**src/rtl/ppc_pkg.sv**
```systemverilog
// Shared fetch-side types and constants for the PPC front end.
// Big-endian bit numbering: bit 0 is the most significant bit.
package ppc_pkg;

    typedef logic [0:63] addr_t;
    typedef logic [0:31] inst_t;
    typedef logic [0:63] dword_t;

    localparam int unsigned INST_BYTES  = 4;
    localparam int unsigned DWORD_BYTES = 8;

    // Start of the doubleword that follows the one holding pc.
    function automatic addr_t next_dword(addr_t pc);
        addr_t base;
        base = pc & ~addr_t'(DWORD_BYTES - 1);
        return base + addr_t'(DWORD_BYTES);
    endfunction

endpackage

```
**src/rtl/fetch_queue_ctrl_if.sv**
```systemverilog
// Fetch control, memory read port 0 and decode handshake bundle.
// FETCH_QUEUE_PERF_EN adds the performance counter outputs.
interface fetch_queue_ctrl_if #(
    parameter int DEPTH = 16
) ();
    import ppc_pkg::*;

    localparam int CW = $clog2(DEPTH);

    logic          fetch_stall;
    logic          redirect_valid;
    addr_t         redirect_pc;
    logic          mem_rd_en;
    logic [0:60]   mem_rd_addr;
    dword_t        mem_rd_data;
    logic          inst_valid;
    logic          inst_ready;
    inst_t         inst;
    addr_t         inst_pc;
    logic [0:CW]   count;
`ifdef FETCH_QUEUE_PERF_EN
    logic [0:31]   perf_stall_cycles;
    logic [0:31]   perf_redirects;

    modport master (
        output fetch_stall, redirect_valid, redirect_pc,
        output mem_rd_data, inst_ready,
        input  mem_rd_en, mem_rd_addr, inst_valid,
        input  inst, inst_pc, count,
        input  perf_stall_cycles, perf_redirects
    );

    modport slave (
        input  fetch_stall, redirect_valid, redirect_pc,
        input  mem_rd_data, inst_ready,
        output mem_rd_en, mem_rd_addr, inst_valid,
        output inst, inst_pc, count,
        output perf_stall_cycles, perf_redirects
    );
`else
    modport master (
        output fetch_stall, redirect_valid, redirect_pc,
        output mem_rd_data, inst_ready,
        input  mem_rd_en, mem_rd_addr, inst_valid,
        input  inst, inst_pc, count
    );

    modport slave (
        input  fetch_stall, redirect_valid, redirect_pc,
        input  mem_rd_data, inst_ready,
        output mem_rd_en, mem_rd_addr, inst_valid,
        output inst, inst_pc, count
    );
`endif

endinterface

```
**src/rtl/fetch_fifo.sv**
```systemverilog
// Circular instruction buffer: up to two pushes and one pop per cycle.
module fetch_fifo
    import ppc_pkg::*;
#(
    parameter int DEPTH = 16
) (
    input  logic              clk,
    input  logic              rst_n,
    input  logic              flush_i,
    input  logic [1:0]        push_n_i,
    input  inst_t             push_w0_i,
    input  inst_t             push_w1_i,
    input  logic              pop_i,
    output inst_t             head_o,
    output logic [0:$clog2(DEPTH)] count_o
);

    localparam int CW = $clog2(DEPTH);

    typedef logic [CW-1:0] ptr_t;
    typedef logic [0:CW]   cnt_t;

    inst_t mem_q [DEPTH];
    ptr_t  wr_q, wr_d, rd_q, rd_d, wr_nx;
    cnt_t  count_q, count_d;

    assign wr_nx = wr_q + ptr_t'(1);

    always_comb begin
        wr_d    = wr_q;
        rd_d    = rd_q;
        count_d = count_q;
        if (flush_i) begin
            wr_d    = '0;
            rd_d    = '0;
            count_d = '0;
        end else begin
            wr_d    = wr_q + ptr_t'(push_n_i);
            rd_d    = rd_q + ptr_t'(pop_i);
            count_d = count_q + cnt_t'(push_n_i) - cnt_t'(pop_i);
        end
    end

    always_ff @(posedge clk or negedge rst_n) begin
        if (!rst_n) begin
            wr_q    <= '0;
            rd_q    <= '0;
            count_q <= '0;
        end else begin
            wr_q    <= wr_d;
            rd_q    <= rd_d;
            count_q <= count_d;
        end
    end

    // Storage needs no reset; count gates every read of it.
    always_ff @(posedge clk) begin
        if (!flush_i) begin
            if (push_n_i != 2'd0)
                mem_q[wr_q] <= push_w0_i;
            if (push_n_i == 2'd2)
                mem_q[wr_nx] <= push_w1_i;
        end
    end

    assign head_o  = mem_q[rd_q];
    assign count_o = count_q;

endmodule

```
**src/rtl/fetch_queue_ctrl.sv**
```systemverilog
// Instruction fetch sequencer feeding a circular queue toward decode.
// FETCH_QUEUE_PERF_EN adds saturating stall and redirect counters.
module fetch_queue_ctrl
    import ppc_pkg::*;
#(
    parameter int    DEPTH    = 16,
    parameter addr_t RESET_PC = 64'h0
) (
    input  logic               clk,
    input  logic               rst_n,
    fetch_queue_ctrl_if.slave  bus
);

    localparam int CW = $clog2(DEPTH);
    localparam int NW = CW + 3;

    typedef logic [NW-1:0] need_t;

    addr_t         fetch_pc_q, fetch_pc_d;
    addr_t         head_pc_q, head_pc_d;
    logic          inflight_q, inflight_d;
    logic          odd_q, odd_d;

    logic [0:CW]   count_w;
    need_t         need;
    logic          space_ok;
    logic          issue;
    logic          land;
    logic          pop;
    logic          valid;
    logic [1:0]    push_n;
    inst_t         push_w0, push_w1, head_inst;
    addr_t         redir_pc;
    logic          unused_bits;

    assign redir_pc = {bus.redirect_pc[0:61], 2'b00};

    // Reserve room for the read in flight as well as the new one.
    assign need = need_t'(count_w)
                + (need_t'(inflight_q) << 1)
                + need_t'(2);
    assign space_ok = need <= need_t'(DEPTH);

    assign issue = rst_n
                && !bus.fetch_stall
                && !bus.redirect_valid
                && space_ok;

    assign land   = inflight_q && !bus.redirect_valid;
    assign push_n = !land ? 2'd0 : (odd_q ? 2'd1 : 2'd2);

    assign push_w0 = odd_q ? bus.mem_rd_data[32:63]
                           : bus.mem_rd_data[0:31];
    assign push_w1 = bus.mem_rd_data[32:63];

    assign valid = (count_w != '0) && !bus.redirect_valid;
    assign pop   = valid && bus.inst_ready;

    always_comb begin
        fetch_pc_d = fetch_pc_q;
        head_pc_d  = head_pc_q;
        inflight_d = issue;
        odd_d      = fetch_pc_q[61];
        if (bus.redirect_valid) begin
            fetch_pc_d = redir_pc;
            head_pc_d  = redir_pc;
        end else begin
            if (issue)
                fetch_pc_d = next_dword(fetch_pc_q);
            if (pop)
                head_pc_d = head_pc_q + addr_t'(INST_BYTES);
        end
    end

    always_ff @(posedge clk or negedge rst_n) begin
        if (!rst_n) begin
            fetch_pc_q <= RESET_PC;
            head_pc_q  <= RESET_PC;
            inflight_q <= 1'b0;
            odd_q      <= 1'b0;
        end else begin
            fetch_pc_q <= fetch_pc_d;
            head_pc_q  <= head_pc_d;
            inflight_q <= inflight_d;
            odd_q      <= odd_d;
        end
    end

    fetch_fifo #(
        .DEPTH (DEPTH)
    ) u_fifo (
        .clk       (clk),
        .rst_n     (rst_n),
        .flush_i   (bus.redirect_valid),
        .push_n_i  (push_n),
        .push_w0_i (push_w0),
        .push_w1_i (push_w1),
        .pop_i     (pop),
        .head_o    (head_inst),
        .count_o   (count_w)
    );

    assign bus.mem_rd_en   = issue;
    assign bus.mem_rd_addr = fetch_pc_q[0:60];
    assign bus.inst_valid  = valid;
    assign bus.inst        = head_inst;
    assign bus.inst_pc     = head_pc_q;
    assign bus.count       = count_w;

    assign unused_bits = ^{bus.redirect_pc[62:63], fetch_pc_q[62:63]};

`ifdef FETCH_QUEUE_PERF_EN
    logic [0:31] stall_cnt_q, stall_cnt_d;
    logic [0:31] redir_cnt_q, redir_cnt_d;
    logic        space_blk;

    assign space_blk = !bus.fetch_stall
                    && !bus.redirect_valid
                    && !space_ok;

    always_comb begin
        stall_cnt_d = stall_cnt_q;
        redir_cnt_d = redir_cnt_q;
        if (space_blk && stall_cnt_q != '1)
            stall_cnt_d = stall_cnt_q + 32'd1;
        if (bus.redirect_valid && redir_cnt_q != '1)
            redir_cnt_d = redir_cnt_q + 32'd1;
    end

    always_ff @(posedge clk or negedge rst_n) begin
        if (!rst_n) begin
            stall_cnt_q <= '0;
            redir_cnt_q <= '0;
        end else begin
            stall_cnt_q <= stall_cnt_d;
            redir_cnt_q <= redir_cnt_d;
        end
    end

    assign bus.perf_stall_cycles = stall_cnt_q;
    assign bus.perf_redirects    = redir_cnt_q;
`endif

endmodule

```
**src/flat_wrapper.sv**
```systemverilog
// flat-port wrapper written by rule: the top's interface ports become plain ports
module fetch_queue_ctrl_flat import ppc_pkg::*;
#(
    parameter int    DEPTH    = 16,
    parameter addr_t RESET_PC = 64'h0
)
  (clk, rst_n, bus_fetch_stall, bus_redirect_valid, bus_redirect_pc, bus_mem_rd_data, bus_inst_ready, bus_mem_rd_en, bus_mem_rd_addr, bus_inst_valid, bus_inst, bus_inst_pc, bus_count);
  fetch_queue_ctrl_if #(.DEPTH(DEPTH)) bus_i ();
  input  logic clk;
  input  logic rst_n;
  input wire logic [$bits(bus_i.fetch_stall)-1:0] bus_fetch_stall;
  input wire logic [$bits(bus_i.redirect_valid)-1:0] bus_redirect_valid;
  input wire logic [$bits(bus_i.redirect_pc)-1:0] bus_redirect_pc;
  input wire logic [$bits(bus_i.mem_rd_data)-1:0] bus_mem_rd_data;
  input wire logic [$bits(bus_i.inst_ready)-1:0] bus_inst_ready;
  output wire logic [$bits(bus_i.mem_rd_en)-1:0] bus_mem_rd_en;
  output wire logic [$bits(bus_i.mem_rd_addr)-1:0] bus_mem_rd_addr;
  output wire logic [$bits(bus_i.inst_valid)-1:0] bus_inst_valid;
  output wire logic [$bits(bus_i.inst)-1:0] bus_inst;
  output wire logic [$bits(bus_i.inst_pc)-1:0] bus_inst_pc;
  output wire logic [$bits(bus_i.count)-1:0] bus_count;
  assign bus_i.fetch_stall = bus_fetch_stall;
  assign bus_i.redirect_valid = bus_redirect_valid;
  assign bus_i.redirect_pc = bus_redirect_pc;
  assign bus_i.mem_rd_data = bus_mem_rd_data;
  assign bus_i.inst_ready = bus_inst_ready;
  assign bus_mem_rd_en = bus_i.mem_rd_en;
  assign bus_mem_rd_addr = bus_i.mem_rd_addr;
  assign bus_inst_valid = bus_i.inst_valid;
  assign bus_inst = bus_i.inst;
  assign bus_inst_pc = bus_i.inst_pc;
  assign bus_count = bus_i.count;
  fetch_queue_ctrl #(.DEPTH(DEPTH), .RESET_PC(RESET_PC)) u_core (.clk(clk), .rst_n(rst_n), .bus(bus_i));
endmodule
```
**config.mk**
```make
export PLATFORM = sky130hd
export DESIGN_NAME = fetch_queue_ctrl_flat
export DESIGN_NICKNAME = d
export VERILOG_FILES = /design/src/rtl/ppc_pkg.sv /design/src/rtl/fetch_queue_ctrl_if.sv /design/src/rtl/fetch_fifo.sv /design/src/rtl/fetch_queue_ctrl.sv /design/src/flat_wrapper.sv
export SDC_FILE = /design/constraint.sdc
export NUM_CORES = 1
export LEC_CHECK = 0
export CORE_ASPECT_RATIO = 1.25
export CORE_MARGIN = 2
export CORE_UTILIZATION = 50
export CTS_BUF_LIST = sky130_fd_sc_hd__clkbuf_2 sky130_fd_sc_hd__clkbuf_4 sky130_fd_sc_hd__clkbuf_8
export CTS_CLUSTER_SIZE = 28
export DETAILED_ROUTE_END_ITERATION = 8
export PLACE_DENSITY = 0.73
export RECOVER_POWER = 50
export SETUP_SLACK_MARGIN = 0.1
export SYNTH_ARGS = -nofsm -noshare
export SYNTH_HDL_FRONTEND = slang
export SYNTH_SLANG_ARGS = --single-unit
```
**constraint.sdc**
```tcl
create_clock -name clk -period 4.05 [get_ports clk]
set_input_delay 0.81 -clock clk [delete_from_list [all_inputs] [get_ports clk]]
set_output_delay 0.81 -clock clk [all_outputs]
set_load 0.005 [all_outputs]
```
Word level (Yosys, flattened, before mapping)
Memory sizes are Yosys's and may differ from the RTL's.
Index checks and enable logic that the tools add are counted.
W data, S select, Z words.
{"block": "op_classes", "magnitude_cmp": 1, "reduce_logical": 12, "n_addsub": 9, "mux": 16, "eq_ne": 1}
{"cell": "$mux W64", "n": 4}
{"cell": "$add A64 B3 Y64 const B", "n": 1}
{"cell": "$add A64 B4 Y64 const B", "n": 1}
{"cell": "$mux W32", "n": 1}
{"cell": "$mux W4", "n": 2}
{"cell": "$add A7 B2 Y7 const B", "n": 1}
{"cell": "$le A7 B5 Y1 const B", "n": 1}
{"cell": "$add A5 B2 Y6", "n": 1}
{"cell": "$logic_and A1 B1 Y1", "n": 6}
{"cell": "$mux W1", "n": 6}
{"cell": "$reduce_bool A2 Y1", "n": 3}
{"cell": "$add A5 B2 Y5", "n": 1}
{"cell": "$mux W5", "n": 1}
{"cell": "$reduce_bool A5 Y1", "n": 1}
{"cell": "$sub A5 B1 Y5", "n": 1}
{"cell": "$add A4 B1 Y4", "n": 1}
{"cell": "$add A4 B1 Y4 const B", "n": 1}
{"cell": "$add A4 B2 Y4", "n": 1}
{"cell": "$mux W2", "n": 2}
{"cell": "$eq A2 B2 Y1 const B", "n": 1}
{"cell": "$logic_not A1 Y1", "n": 2}
{"block": "word_totals", "inputBits": 133, "regBits": 143, "mem_bits_rw": 512, "out_inout_bits": 164, "memories": 1}
{"name": "u_core.u_fifo.mem_q", "words": 16, "word_bits": 32, "read_ports": 1, "rd_clocked_by_memory_dff": 0, "write_ports": 2, "line_no": "fetch_fifo.sv:23", "rtl": "inst_t mem_q [DEPTH];"}

Logic depth before layout (Yosys ltp)
{"block": "depth", "depth_word": 7, "depth_mapped": 17}

Modules after synthesis
A second synthesis with hierarchy kept.
{"block": "hier_totals", "cells_unflattened": 2535, "area_unflattened_um2": 35153.7}
{"module": "fetch_fifo", "cells_each": 1537, "seq_area_each_um2": 15700.1, "n_inst": 1, "area_each_um2": 26397.8}
{"module": "fetch_queue_ctrl", "cells_each": 998, "seq_area_each_um2": 3153.0, "n_inst": 1, "area_each_um2": 8755.9}

Worst setup path before layout
No wires, ideal clock.
{"block": "synth_timing", "kind": "input port to flip-flop", "startpoint": "input bus_redirect_valid", "endpoint": "memory u_core.u_fifo.mem_q[4][0] (netlist name) (enable)", "path_stages": 5, "setup_time_ps": 466, "slack_ps": -288, "t_arrival_ps": 3873, "path_buffers": 1, "cell_sequence": "clkbuf_1 nor2b_1 nand2_1 or2_2 o21ai_0"}
{"item": "start, declared", "line_no": "flat_wrapper.sv:12", "rtl": "input wire logic [$bits(bus_i.redirect_valid)-1:0] bus_redirect_valid;"}
{"item": "end, declared", "line_no": "fetch_fifo.sv:23"}

Final worst setup path
{"block": "layout_timing", "startpoint": "register u_core.u_fifo.count_q[1], in the netlist u_core.u_fifo.count_o[3]", "endpoint": "output bus_mem_rd_en"}
{"block": "layout_via", "elab_chain_len": 4}
{"item": "start, declared", "line_no": "fetch_fifo.sv:25", "rtl": "cnt_t count_q, count_d;"}
{"item": "start signal, assigned", "line_no": "fetch_fifo.sv:52", "rtl": "count_q <= count_d;"}
{"item": "$add A5 B2 Y6", "line_no": "fetch_queue_ctrl.sv:40", "rtl": "+ (need_t'(inflight_q) << 1)"}
{"item": "$add A7 B2 Y7", "line_no": "fetch_queue_ctrl.sv:41", "rtl": "+ need_t'(2);"}
{"item": "$le A7 B5 Y1", "line_no": "fetch_queue_ctrl.sv:42", "rtl": "assign space_ok = need <= need_t'(DEPTH);"}
{"item": "$logic_and A1 B1 Y1", "line_no": "fetch_queue_ctrl.sv:47", "rtl": "&& space_ok;"}
{"item": "end, declared", "line_no": "flat_wrapper.sv:16", "rtl": "output wire logic [$bits(bus_i.mem_rd_en)-1:0] bus_mem_rd_en;"}
No other way between the ends.

==> qor.txt <==
status: finished with violations
failing checks: max-capacitance violations, max-slew violations
routed len/inst: 24.89 µm
CP Data Required Time: 3.24 ns
Syn Area/Cell: 11.16 µm²
relative slew slack: -30.32%
H-tree level count: 3
Yosys top cell area share: 45.68%
global placement routability congestion: 0.9086
Setup-failing EPs final: 0
CTS tree: built
R2R cell count: 5
Psw: 4.581 mW
Pint: 12.05 mW
cell breakdown of the critical path: ha_2, ha_4, ha_1, or3b_4, a31oi_2, o211a_2, nor3_2, nor2_1, buf_2
Placement Setup Slack: 0.2712 ns
Max VDD drop: 0.0002469 V
DR vias: 26390
Die Span Y: 294.1 µm
Reg2Reg Launch Point: u_core.odd_q
WS Path Type: reg2out
FF-to-FF End: u_core.u_fifo.mem_q[12][8]
clk_lat worst skew: 0.75 ns
DRT Wirelength: 103300 µm
Total Routing Usage GR: 29.39%
top cells by count, synth: nor2_1, a21oi_1, edfxtp_1
CTS Buf Count: 101
Gate power share: 19.0%
Synth Area in Compound Gates: 12.11%
Largest stage delay, worst path: 0.39 ns
Hold Path Class: in2async
largest family of logic cells by synthesized area: simple AND/OR/NAND/NOR gates
Reg clk slew, reported paths: 0.06 ns
total grt overflow: 0
Hold Fails Final Rpt: 0
Starting Density: 50.45%
hpwl dp: 63300 µm
final core utilization: 59.46%
adder-cell share of the synthesized area: 0.7881%
most numerous cell in the Yosys netlist: nor2_1
final worst slack: 0.1391 ns
number of cell rows: 106
Max Freq: 255.7 MHz
sequential area share after synthesis: 56.01%
Nets: 3352
static leakage: 13.85 nW
RSZ-0062 raised after global routing: yes
fillers: 5248
io pins: 297
Post-synth EDFFs: 512
Post-DRT Antenna Nets: 0
clock sink count: 651
sequential power share: 46.9%
Ys Warns: 0
CP top delay family: adder cells
worst path bufs/invs: 1
CTS root buffer: clkbuf_8
Clock power frac: 34.1%
worst-path cell with the longest stage delay: dfrtp_1
first-pass GRT wire length: 154300 µm
Post-synth top flop: edfxtp_1
DRT iter0 DRCs: 2902
sw frac: 27.55%
Via density: 6.359
Post-Syn Instances: 3016
vias in the first global route: 26320
mux share of post-synthesis cell area: 12.08%
Max Slew Vio Count: 137
largest buffer count on any clock path: 3
Die Wd: 236.1 µm
drt first pass iters: 7
post-synth top area cell: edfxtp_1
power density over the cells: 419.3 nW/µm²
Mapped Area: 33660 µm²
share of cells above drive strength 1: 15.08%
full die area: 69420 µm²
Netlist cell types: 71
Synth Register Bits: 651
element type at the critical path start: flop
crit path max fanout: 5
largest net degree at the start of global routing: 140
FFs w/ async S/R, synth: 21.35%
TNS Setup: 0 ns
CORE AREA: 66710 µm²
Clock Skews: 0.04773 ns
Post-Synth XOR/XNOR Area: 1.223%
WP data arrival: 3.10 ns
Tcrit/Tclk final: 96.56%
maxcap violations: 8
Critical Path End Type: primary output
Area Overhead vs Synth: 17.85%
R2R setup slack: 0.15 ns
IO Port Bufs: 292
area share of and/or/nand/nor cells after synthesis: 12.84%
Tightest Pin Transition: 1.948 ns
synth top area cells: edfxtp_1, mux4_2, dfrtp_1
DRC errors left: 0
initial antenna violation count: 10
Final min period: 3.911 ns
[per-layer routing]
| metal | vias up | wire (µm) | global-route usage (%) | share of wire [%] |
|---|---|---|---|---|
| li1 | 11490 | - | - | - |
| met1 | 12810 | 34790 | 33.86 | 34 |
| met2 | 1714 | 52290 | 51.54 | 51 |
| met3 | 364 | 10780 | 6.792 | 10 |
| met4 | 16 | 5330 | 14.59 | 5.2 |
| met5 | - | 106 | 0 | 0.10 |
[how the worst max path moves through the flow]
stage                        startpoint                     endpoint  slack [ns]  cells past startpoint
3_3_place_gp   u_core.u_fifo.count_o[3]                bus_mem_rd_en        0.32                      9
5_1_grt                    u_core.odd_q  u_core.u_fifo.mem_q[12][10]        0.02                      5
3_5_place_dp   u_core.u_fifo.count_o[3]                bus_mem_rd_en        0.27                      9
2_1_floorplan  u_core.u_fifo.count_o[3]                bus_mem_rd_en        0.56                     10
6_report       u_core.u_fifo.count_o[3]                bus_mem_rd_en        0.14                      9
4_1_cts           u_core.u_fifo.rd_q[0]                  bus_inst[3]        0.02                      5
[area by class of cell]
type	instances	area (µm²)	share of cell area [%]
tap	864	1081	2.725
clock inverter	57	396.6	1.000
multi-input combinational	1990	13320	33.57
inverter	30	115.1	0.2902
clock buffer	130	1627	4.101
sequential	651	18860	47.56
timing repair buffer	425	4258	10.73
antenna	3	7.507	0.01893
[power by group through the flow]
| stage | logic [mW] | registers (mW) | clock network [mW] |
|---|---|---|---|
| finish | 3.16 | 7.81 | 5.67 |
| global route | 3.41 | 7.84 | 5.99 |
| CTS | 3.12 | 7.80 | 5.69 |
| detailed placement | 2.98 | 7.94 | 0 |
| global placement | 2.88 | 7.93 | 0 |
| floorplan | 1.87 | 7.83 | 0 |
[cell families after synthesis]
family,after synthesis
XOR/XNOR,47
other,1
adder cells (fa/ha/maj),20
buffers and inverters,376
flip-flops,651
AO/OA/AOI/OAI,739
AND/OR/NAND/NOR,977
multiplexers,205
[registers in the layout (all words and copies together), names as in the netlist]
signal                 count
u_core.u_fifo.mem_q      512
u_core.bus.inst_pc        62
u_core.odd_q               1
u_core.u_fifo.rd_q         4
u_core.inflight_q          1
u_core.u_fifo.wr_q         4
u_core.u_fifo.count_o      5
u_core.fetch_pc_q         62
[stage by stage]
step                cell area, µm²  power (mW)  instances  hold slack, ns
floorplan                    33660       9.694       3017          0.3540
global placement             37430       10.81       3941          0.3710
detailed placement           37430       10.91       3941          0.3720
CTS                          39680       16.62       4139          0.2351
global route                 39660       17.24       4149          0.4004
finish                       39660       16.63       4150          0.3328
[cells in the final DEF, fill, tap and decap left out, drive strengths merged, types with 15 or more instances in the layout]
master	count
mux2i	35
edfxtp	512
o31ai	22
nand2	115
xor2	15
and3	22
a31oi	46
nand4	27
buf	94
clkbuf	171
o21ai	53
nand3	69
a21oi	541
xnor2	32
or4	21
dlygate4sd3	75
o211ai	20
mux4	160
nor2	600
inv	34
ha	18
clkinv	47
or3	28
clkdlybuf4s50	206
dfrtp	139
nor3	23
o311ai	16
nor4	15
[repair_timing]
action / in CTS / in global routing
pin swaps: 0 / 0
setup buffers: 7 / 5
setup endpoints to repair: 29 / 19
resized for setup: 20 / 9
cloned: 4 / 3
hold buffers: 0 / 0
[worst reg2reg max path, delay by kind of cell (launching register included)]
family                 cells  cell delay (ns)
AO/OA/AOI/OAI              1             0.40
buffers and inverters      2             1.14
flip-flops                 1             1.47
AND/OR/NAND/NOR            2             0.59
No activity file was read; power rests on OpenSTA's default activity.
